File: src/rtl/acc_pkg.sv
// Shared types for the accelerator predecoder and its multi-core front-end arbiter.
// Pattern tables, predecoder request/response records and the arbiter FSM state.
package acc_pkg;

    typedef struct packed {
        logic [31:0] instr;
    } acc_prd_req_t;

    typedef struct packed {
        logic       accept;
        logic [1:0] writeback;
        logic [2:0] use_rs;
    } acc_prd_rsp_t;

    // An instruction matches when (instr & instr_mask) == instr_data.
    typedef struct packed {
        logic [31:0]  instr_data;
        logic [31:0]  instr_mask;
        acc_prd_rsp_t prd_rsp;
    } offload_instr_t;

    typedef enum logic {
        IDLE = 1'b0,
        HOLD = 1'b1
    } prd_arb_state_e;

    function automatic int unsigned idx_width(input int unsigned n);
        return (n > 1) ? $clog2(n) : 1;
    endfunction

endpackage

File: src/rtl/acc_predecoder.sv
// Combinational predecoder: matches an instruction word against a table of
// offloadable patterns; the lowest-index matching entry supplies the response.
module acc_predecoder
    import acc_pkg::*;
#(
    parameter int unsigned    NumInstr                   = 1,
    parameter offload_instr_t OffloadInstr [NumInstr]    = '{default: '0}
) (
    input  acc_prd_req_t prd_req_i,
    output acc_prd_rsp_t prd_rsp_o
);

    logic [NumInstr-1:0] hit;

    for (genvar gi = 0; gi < NumInstr; gi++) begin : g_match
        assign hit[gi] = ((prd_req_i.instr & OffloadInstr[gi].instr_mask)
                          == OffloadInstr[gi].instr_data);
    end

    // Walk from the top so the lowest matching entry is the one that sticks.
    always_comb begin
        prd_rsp_o = '0;
        for (int i = int'(NumInstr) - 1; i >= 0; i--) begin
            if (hit[i]) begin
                prd_rsp_o = OffloadInstr[i].prd_rsp;
            end
        end
    end

endmodule

File: src/rtl/acc_rr_arbiter.sv
// Combinational round-robin arbiter: grants the first requester at or after ptr_i,
// wrapping modulo NumReq (works for non-power-of-two NumReq). Pointer is held outside.
module acc_rr_arbiter
    import acc_pkg::*;
#(
    parameter int unsigned NumReq = 2,
    localparam int unsigned IdxW  = idx_width(NumReq)
) (
    input  logic [NumReq-1:0] req_i,
    input  logic [IdxW-1:0]   ptr_i,
    output logic [NumReq-1:0] gnt_onehot_o,
    output logic [IdxW-1:0]   gnt_idx_o,
    output logic              gnt_any_o
);

    logic [2*NumReq-1:0] req_dbl;
    logic [2*NumReq-1:0] req_shift;
    logic [NumReq-1:0]   req_rot;
    logic [NumReq-1:0]   first_hit;
    logic [IdxW-1:0]     offset;
    logic [IdxW:0]       idx_sum;

    // Rotate so that position 0 of req_rot corresponds to the pointer.
    assign req_dbl   = {req_i, req_i};
    assign req_shift = req_dbl >> ptr_i;
    assign req_rot   = req_shift[NumReq-1:0];

    for (genvar gi = 0; gi < NumReq; gi++) begin : g_first
        if (gi == 0) begin : g_lsb
            assign first_hit[gi] = req_rot[gi];
        end else begin : g_upper
            assign first_hit[gi] = req_rot[gi] & ~(|req_rot[gi-1:0]);
        end
    end

    always_comb begin
        offset = '0;
        for (int i = 0; i < int'(NumReq); i++) begin
            if (first_hit[i]) begin
                offset = IdxW'(i);
            end
        end
    end

    assign gnt_any_o = |req_i;
    assign idx_sum   = {1'b0, ptr_i} + {1'b0, offset};
    assign gnt_idx_o = (idx_sum >= (IdxW+1)'(NumReq))
                     ? IdxW'(idx_sum - (IdxW+1)'(NumReq))
                     : IdxW'(idx_sum);

    for (genvar gi = 0; gi < NumReq; gi++) begin : g_onehot
        assign gnt_onehot_o[gi] = gnt_any_o & (gnt_idx_o == IdxW'(gi));
    end

endmodule

File: src/rtl/acc_predecoder_arbiter.sv
// Shares one acc_predecoder among NumReq cores: round-robin grant, combinational
// predecode of the granted word, result held in a register until its owner takes it.
module acc_predecoder_arbiter
    import acc_pkg::*;
#(
    parameter int unsigned    NumReq                  = 2,
    parameter int unsigned    NumInstr                = 1,
    parameter offload_instr_t OffloadInstr [NumInstr] = '{default: '0},
    localparam int unsigned   IdxW                    = idx_width(NumReq)
) (
    input  logic                clk_i,
    input  logic                rst_ni,
    input  logic [NumReq-1:0]   req_valid_i,
    output logic [NumReq-1:0]   req_ready_o,
    input  logic [NumReq*32-1:0] req_instr_i,
    output logic [NumReq-1:0]   rsp_valid_o,
    input  logic [NumReq-1:0]   rsp_ready_i,
    output logic                rsp_accept_o,
    output logic [1:0]          rsp_writeback_o,
    output logic [2:0]          rsp_use_rs_o,
    output logic [IdxW-1:0]     rsp_idx_o
);

    prd_arb_state_e state_q, state_d;
    logic [IdxW-1:0] ptr_q, ptr_d;
    logic [IdxW-1:0] idx_q, idx_d;
    acc_prd_rsp_t    hold_q, hold_d;

    logic [NumReq-1:0] gnt_onehot;
    logic [IdxW-1:0]   gnt_idx;
    logic              gnt_any;
    logic [NumReq-1:0] idx_onehot;
    logic              owner_ready;
    logic              can_grant;
    logic              handshake;
    logic [IdxW-1:0]   next_ptr;
    logic [31:0]       instr_arr [NumReq];
    acc_prd_req_t      prd_req;
    acc_prd_rsp_t      prd_rsp;

    acc_rr_arbiter #(
        .NumReq (NumReq)
    ) u_rr_arbiter (
        .req_i        (req_valid_i),
        .ptr_i        (ptr_q),
        .gnt_onehot_o (gnt_onehot),
        .gnt_idx_o    (gnt_idx),
        .gnt_any_o    (gnt_any)
    );

    for (genvar gi = 0; gi < NumReq; gi++) begin : g_lanes
        assign instr_arr[gi]  = req_instr_i[32*gi +: 32];
        assign idx_onehot[gi] = (idx_q == IdxW'(gi));
    end

    // AND-OR mux on the one-hot grant keeps the instruction path shallow.
    always_comb begin
        prd_req = '0;
        for (int i = 0; i < int'(NumReq); i++) begin
            if (gnt_onehot[i]) begin
                prd_req.instr = prd_req.instr | instr_arr[i];
            end
        end
    end

    acc_predecoder #(
        .NumInstr     (NumInstr),
        .OffloadInstr (OffloadInstr)
    ) u_predecoder (
        .prd_req_i (prd_req),
        .prd_rsp_o (prd_rsp)
    );

    // Only the owner's ready can free the holding register; other cores' readies are ignored.
    assign owner_ready = |(rsp_ready_i & idx_onehot);
    assign can_grant   = rst_ni & ((state_q == IDLE) | owner_ready);
    assign handshake   = can_grant & gnt_any;
    assign next_ptr    = (gnt_idx == IdxW'(NumReq - 1)) ? '0 : gnt_idx + 1'b1;

    assign req_ready_o     = handshake ? gnt_onehot : '0;
    assign rsp_valid_o     = (state_q == HOLD) ? idx_onehot : '0;
    assign rsp_accept_o    = hold_q.accept;
    assign rsp_writeback_o = hold_q.writeback;
    assign rsp_use_rs_o    = hold_q.use_rs;
    assign rsp_idx_o       = idx_q;

    always_comb begin
        state_d = state_q;
        ptr_d   = ptr_q;
        idx_d   = idx_q;
        hold_d  = hold_q;
        if (handshake) begin
            state_d = HOLD;
            ptr_d   = next_ptr;
            idx_d   = gnt_idx;
            hold_d  = prd_rsp;
        end else if ((state_q == HOLD) && owner_ready) begin
            state_d = IDLE;
        end
    end

    always_ff @(posedge clk_i) begin
        if (!rst_ni) begin
            state_q <= IDLE;
            ptr_q   <= '0;
            idx_q   <= '0;
            hold_q  <= '0;
        end else begin
            state_q <= state_d;
            ptr_q   <= ptr_d;
            idx_q   <= idx_d;
            hold_q  <= hold_d;
        end
    end

    a_req_ready_onehot0 : assert property (@(posedge clk_i) disable iff (!rst_ni)
        $onehot0(req_ready_o));

    a_rsp_valid_onehot0 : assert property (@(posedge clk_i) disable iff (!rst_ni)
        $onehot0(rsp_valid_o));

    for (genvar gi = 0; gi < NumReq; gi++) begin : g_req_stable
        a_req_stable : assert property (@(posedge clk_i) disable iff (!rst_ni)
            (req_valid_i[gi] && !req_ready_o[gi])
            |=> (req_valid_i[gi] && $stable(req_instr_i[32*gi +: 32])));
    end

    a_rsp_stable : assert property (@(posedge clk_i) disable iff (!rst_ni)
        (|(rsp_valid_o & ~rsp_ready_i))
        |=> ($stable(rsp_valid_o) && $stable(hold_q) && $stable(idx_q)));

endmodule
File: config.mk
export PLATFORM = sky130hd
export DESIGN_NAME = acc_predecoder_arbiter
export DESIGN_NICKNAME = d
export VERILOG_FILES = /design/src/rtl/acc_pkg.sv /design/src/rtl/acc_predecoder.sv /design/src/rtl/acc_rr_arbiter.sv /design/src/rtl/acc_predecoder_arbiter.sv
export SDC_FILE = /design/constraint.sdc
export NUM_CORES = 1
export LEC_CHECK = 0
export ABC_AREA = 1
export CAP_MARGIN = 25
export CORE_MARGIN = 2
export CORE_UTILIZATION = 30
export CTS_CLUSTER_DIAMETER = 100
export DETAILED_ROUTE_END_ITERATION = 10
export HOLD_SLACK_MARGIN = 0.15
export PLACE_DENSITY = 0.89
export RECOVER_POWER = 100
export SETUP_SLACK_MARGIN = 0.4
export SLEW_MARGIN = 20
export SYNTH_ARGS = -nofsm -noshare
export SYNTH_HDL_FRONTEND = slang
export SYNTH_HIERARCHICAL = 1
export SYNTH_SLANG_ARGS = --single-unit
export TNS_END_PERCENT = 100
File: constraint.sdc
create_clock -name clk_i -period 1.3 [get_ports clk_i]
set_clock_uncertainty 0.05 [all_clocks]
set_input_delay 0.195 -clock clk_i [delete_from_list [all_inputs] [get_ports clk_i]]
set_output_delay 0.195 -clock clk_i [all_outputs]
set_load 0.1 [all_outputs]
==> results.cfg <==
[finish]
antenna-diode-count = 0
utilization_pct = 51.7
fin_area_um2 = 883
fill_cells = 167
synthToLayoutAreaGrowth_pct = 64.2
layout-drive-gt1-share_pct = 54.9
final_nets = 173

[placement]
placed_area_um2 = 867
gp_congestion = 0.709
place_hpwl_um = 913
numPortBuffers = 16

[worst_setup_path]
cp_num_buf_inv = 2
critical_path.top_delay_family = flip-flops
crit_chain = inv_4, nand3_4, nand3_4, nor2_4, buf_12
worstRegToRegCells = 8
critical_path_depth = 5
crit_path_max_fanout = 5
start_kind = flip-flop
crit_top_cell = nand3_4
crit_path_top_delay_cell = dfxtp_4
slowest_delay_ns = 0.38
end_kind = output port
critPathArrivalTime_ns = 1.15
crit_required_ns = 1.05
crit_type = flip-flop to output port

[global_route]
grt_pass1_wl_um = 2010
antenna_found_initial = 0
grt_use_total_pct = 13.2
grt_pass1_vias = 472
grt_max_degree = 9
grt_overflow = 0

[clock_tree]
cts_tree = done
cts_max_level = 1
cts_sinks = 9
root_buffer = clkbuf_4
cts.path.max_buffers = 2
clkSlewWorstSetupHoldPaths_ns = 0.06
insertion_delay_ns = 0.26
hold_buffers = 0
cts_made_buffers = 3

[routing]
wl_met2_um = 639
drtAntennaViolNets = 0
drc = 0
wl_met3_um = 66
routed.top_layer = met3
drtIter0Drc = 20
routed_via_density = 4.26
wire_per_inst_um = 9.83
drt_first_pass_iters = 4
wirelength_um = 1250
wl_met1_um = 542
vias = 541

[yosys]
avgSynthCellArea_um2 = 7.08
syn-cell-area_um2 = 538
synth-warning-count = 6
syn_inst = 76

[sta]
post-route-period-util_pct = 108
rsz0062_at_grt = yes
finalSetupViolCount = 3
fin_crit_ns = 1.40
fmax_mhz = 715
slew_violations = 0
hold_viol_final = 0
fin_ws_ns = -0.0983

[pwr]
power_density_nw_per_um2 = 1170
leakage_nw = 0.423
peakVddDrop_mv = 0.654

[run]
drv_cap = 0

[floorplanning]
core_um2 = 1710
rows = 15
initial_utilization_pct = 31.5
ios = 81
die_w_um = 46.4
die_area_um2 = 2150
die_h_um = 46.4

[min_path]
hold_path.class = primary input to flip-flop
hold_path_depth = 3

[outcome]
failed_checks = negative setup slack
status = complete, but fails checks
tightest hold or removal path, delay by kind of cell:
kind / cells / cell delay, ns
buffers and inverters: 1 / 0.26
AND/OR/NAND/NOR: 1 / 0.11
AO/OA/AOI/OAI: 1 / 0.06
final cells by class:
class / count / area, um^2 / area share (%)
well taps: 25 / 31.3 / 3.54
multi-input cells: 47 / 294 / 33.3
flip-flops and latches: 9 / 196 / 22.2
clock buffers: 4 / 26.3 / 2.97
repair buffers: 28 / 274 / 31.0
inverters: 14 / 61.3 / 6.94
registers in the layout, summed over array words and instances (netlist names):
name,count
ptr_q,1
rsp_accept_o,1
rsp_idx_o,1
rsp_writeback_o,2
state_q,1
rsp_use_rs_o,3
what timing repair did:
| item | 4_1_cts | 5_1_grt |
|---|---|---|
| setup buffers | 5 | 1 |
| setup endpoints to repair | 20 | 20 |
| cloned | 0 | 0 |
| resized for setup | 11 | 8 |
| pin swaps | 3 | 4 |
path summary, 6_finish.rpt:
path	end	slack, ns	from
worst max register to register	rsp_writeback_o[0]$_SDFFE_PN0P_	0.06	rsp_idx_o$_SDFFE_PN0P_
worst min register to register	rsp_use_rs_o[0]$_SDFFE_PN0P_	0.41	rsp_use_rs_o[0]$_SDFFE_PN0P_
worst max-delay path	req_ready_o[1]	-0.1	rsp_idx_o$_SDFFE_PN0P_
worst min-delay path	state_q$_SDFFE_PN0P_	0.36	rst_ni
cell usage in the layout (no fill, tap or decap), drive strengths merged:
| cell type | n |
|---|---|
| nor2 | 4 |
| buf | 17 |
| nand3 | 17 |
| conb | 6 |
| clkbuf | 11 |
| a21oi | 5 |
| inv | 13 |
| o21ai | 1 |
| dlygate4sd2 | 4 |
| dfxtp | 9 |
| nand2 | 14 |
| clkinvlp | 1 |
report_power, final:
part / switching [W] / internal, W / leakage, nW
clock network: 0.0000958 / 0.000118 / 0.0150
logic: 0.000337 / 0.000151 / 0.330
registers: 0.0000263 / 0.000309 / 0.0780
per-layer routing:
metal	GRT usage (%)	up-vias
met5	0	-
met3	4.71	0
met1	17.2	249
li1	-	271
met2	20.6	21
met4	3.43	0
per-stage QoR:
| step | hold slack [ns] | cells | TNS [ns] | setup WS (ns) | total power [W] |
|---|---|---|---|---|---|
| 2_1_floorplan | 0.413 | 81 | -0.830 | -0.306 | 0.000680 |
| 3_3_place_gp | 0.423 | 117 | -2.47 | -0.331 | 0.000846 |
| 3_5_place_dp | 0.433 | 117 | -3.06 | -0.381 | 0.000854 |
| 4_1_cts | 0.345 | 126 | -0.330 | -0.0955 | 0.00110 |
| 5_1_grt | 0.362 | 127 | -0.489 | -0.165 | 0.00110 |
| 6_report | 0.356 | 127 | -0.260 | -0.0983 | 0.00104 |
Power figures use the tool's default switching activity.
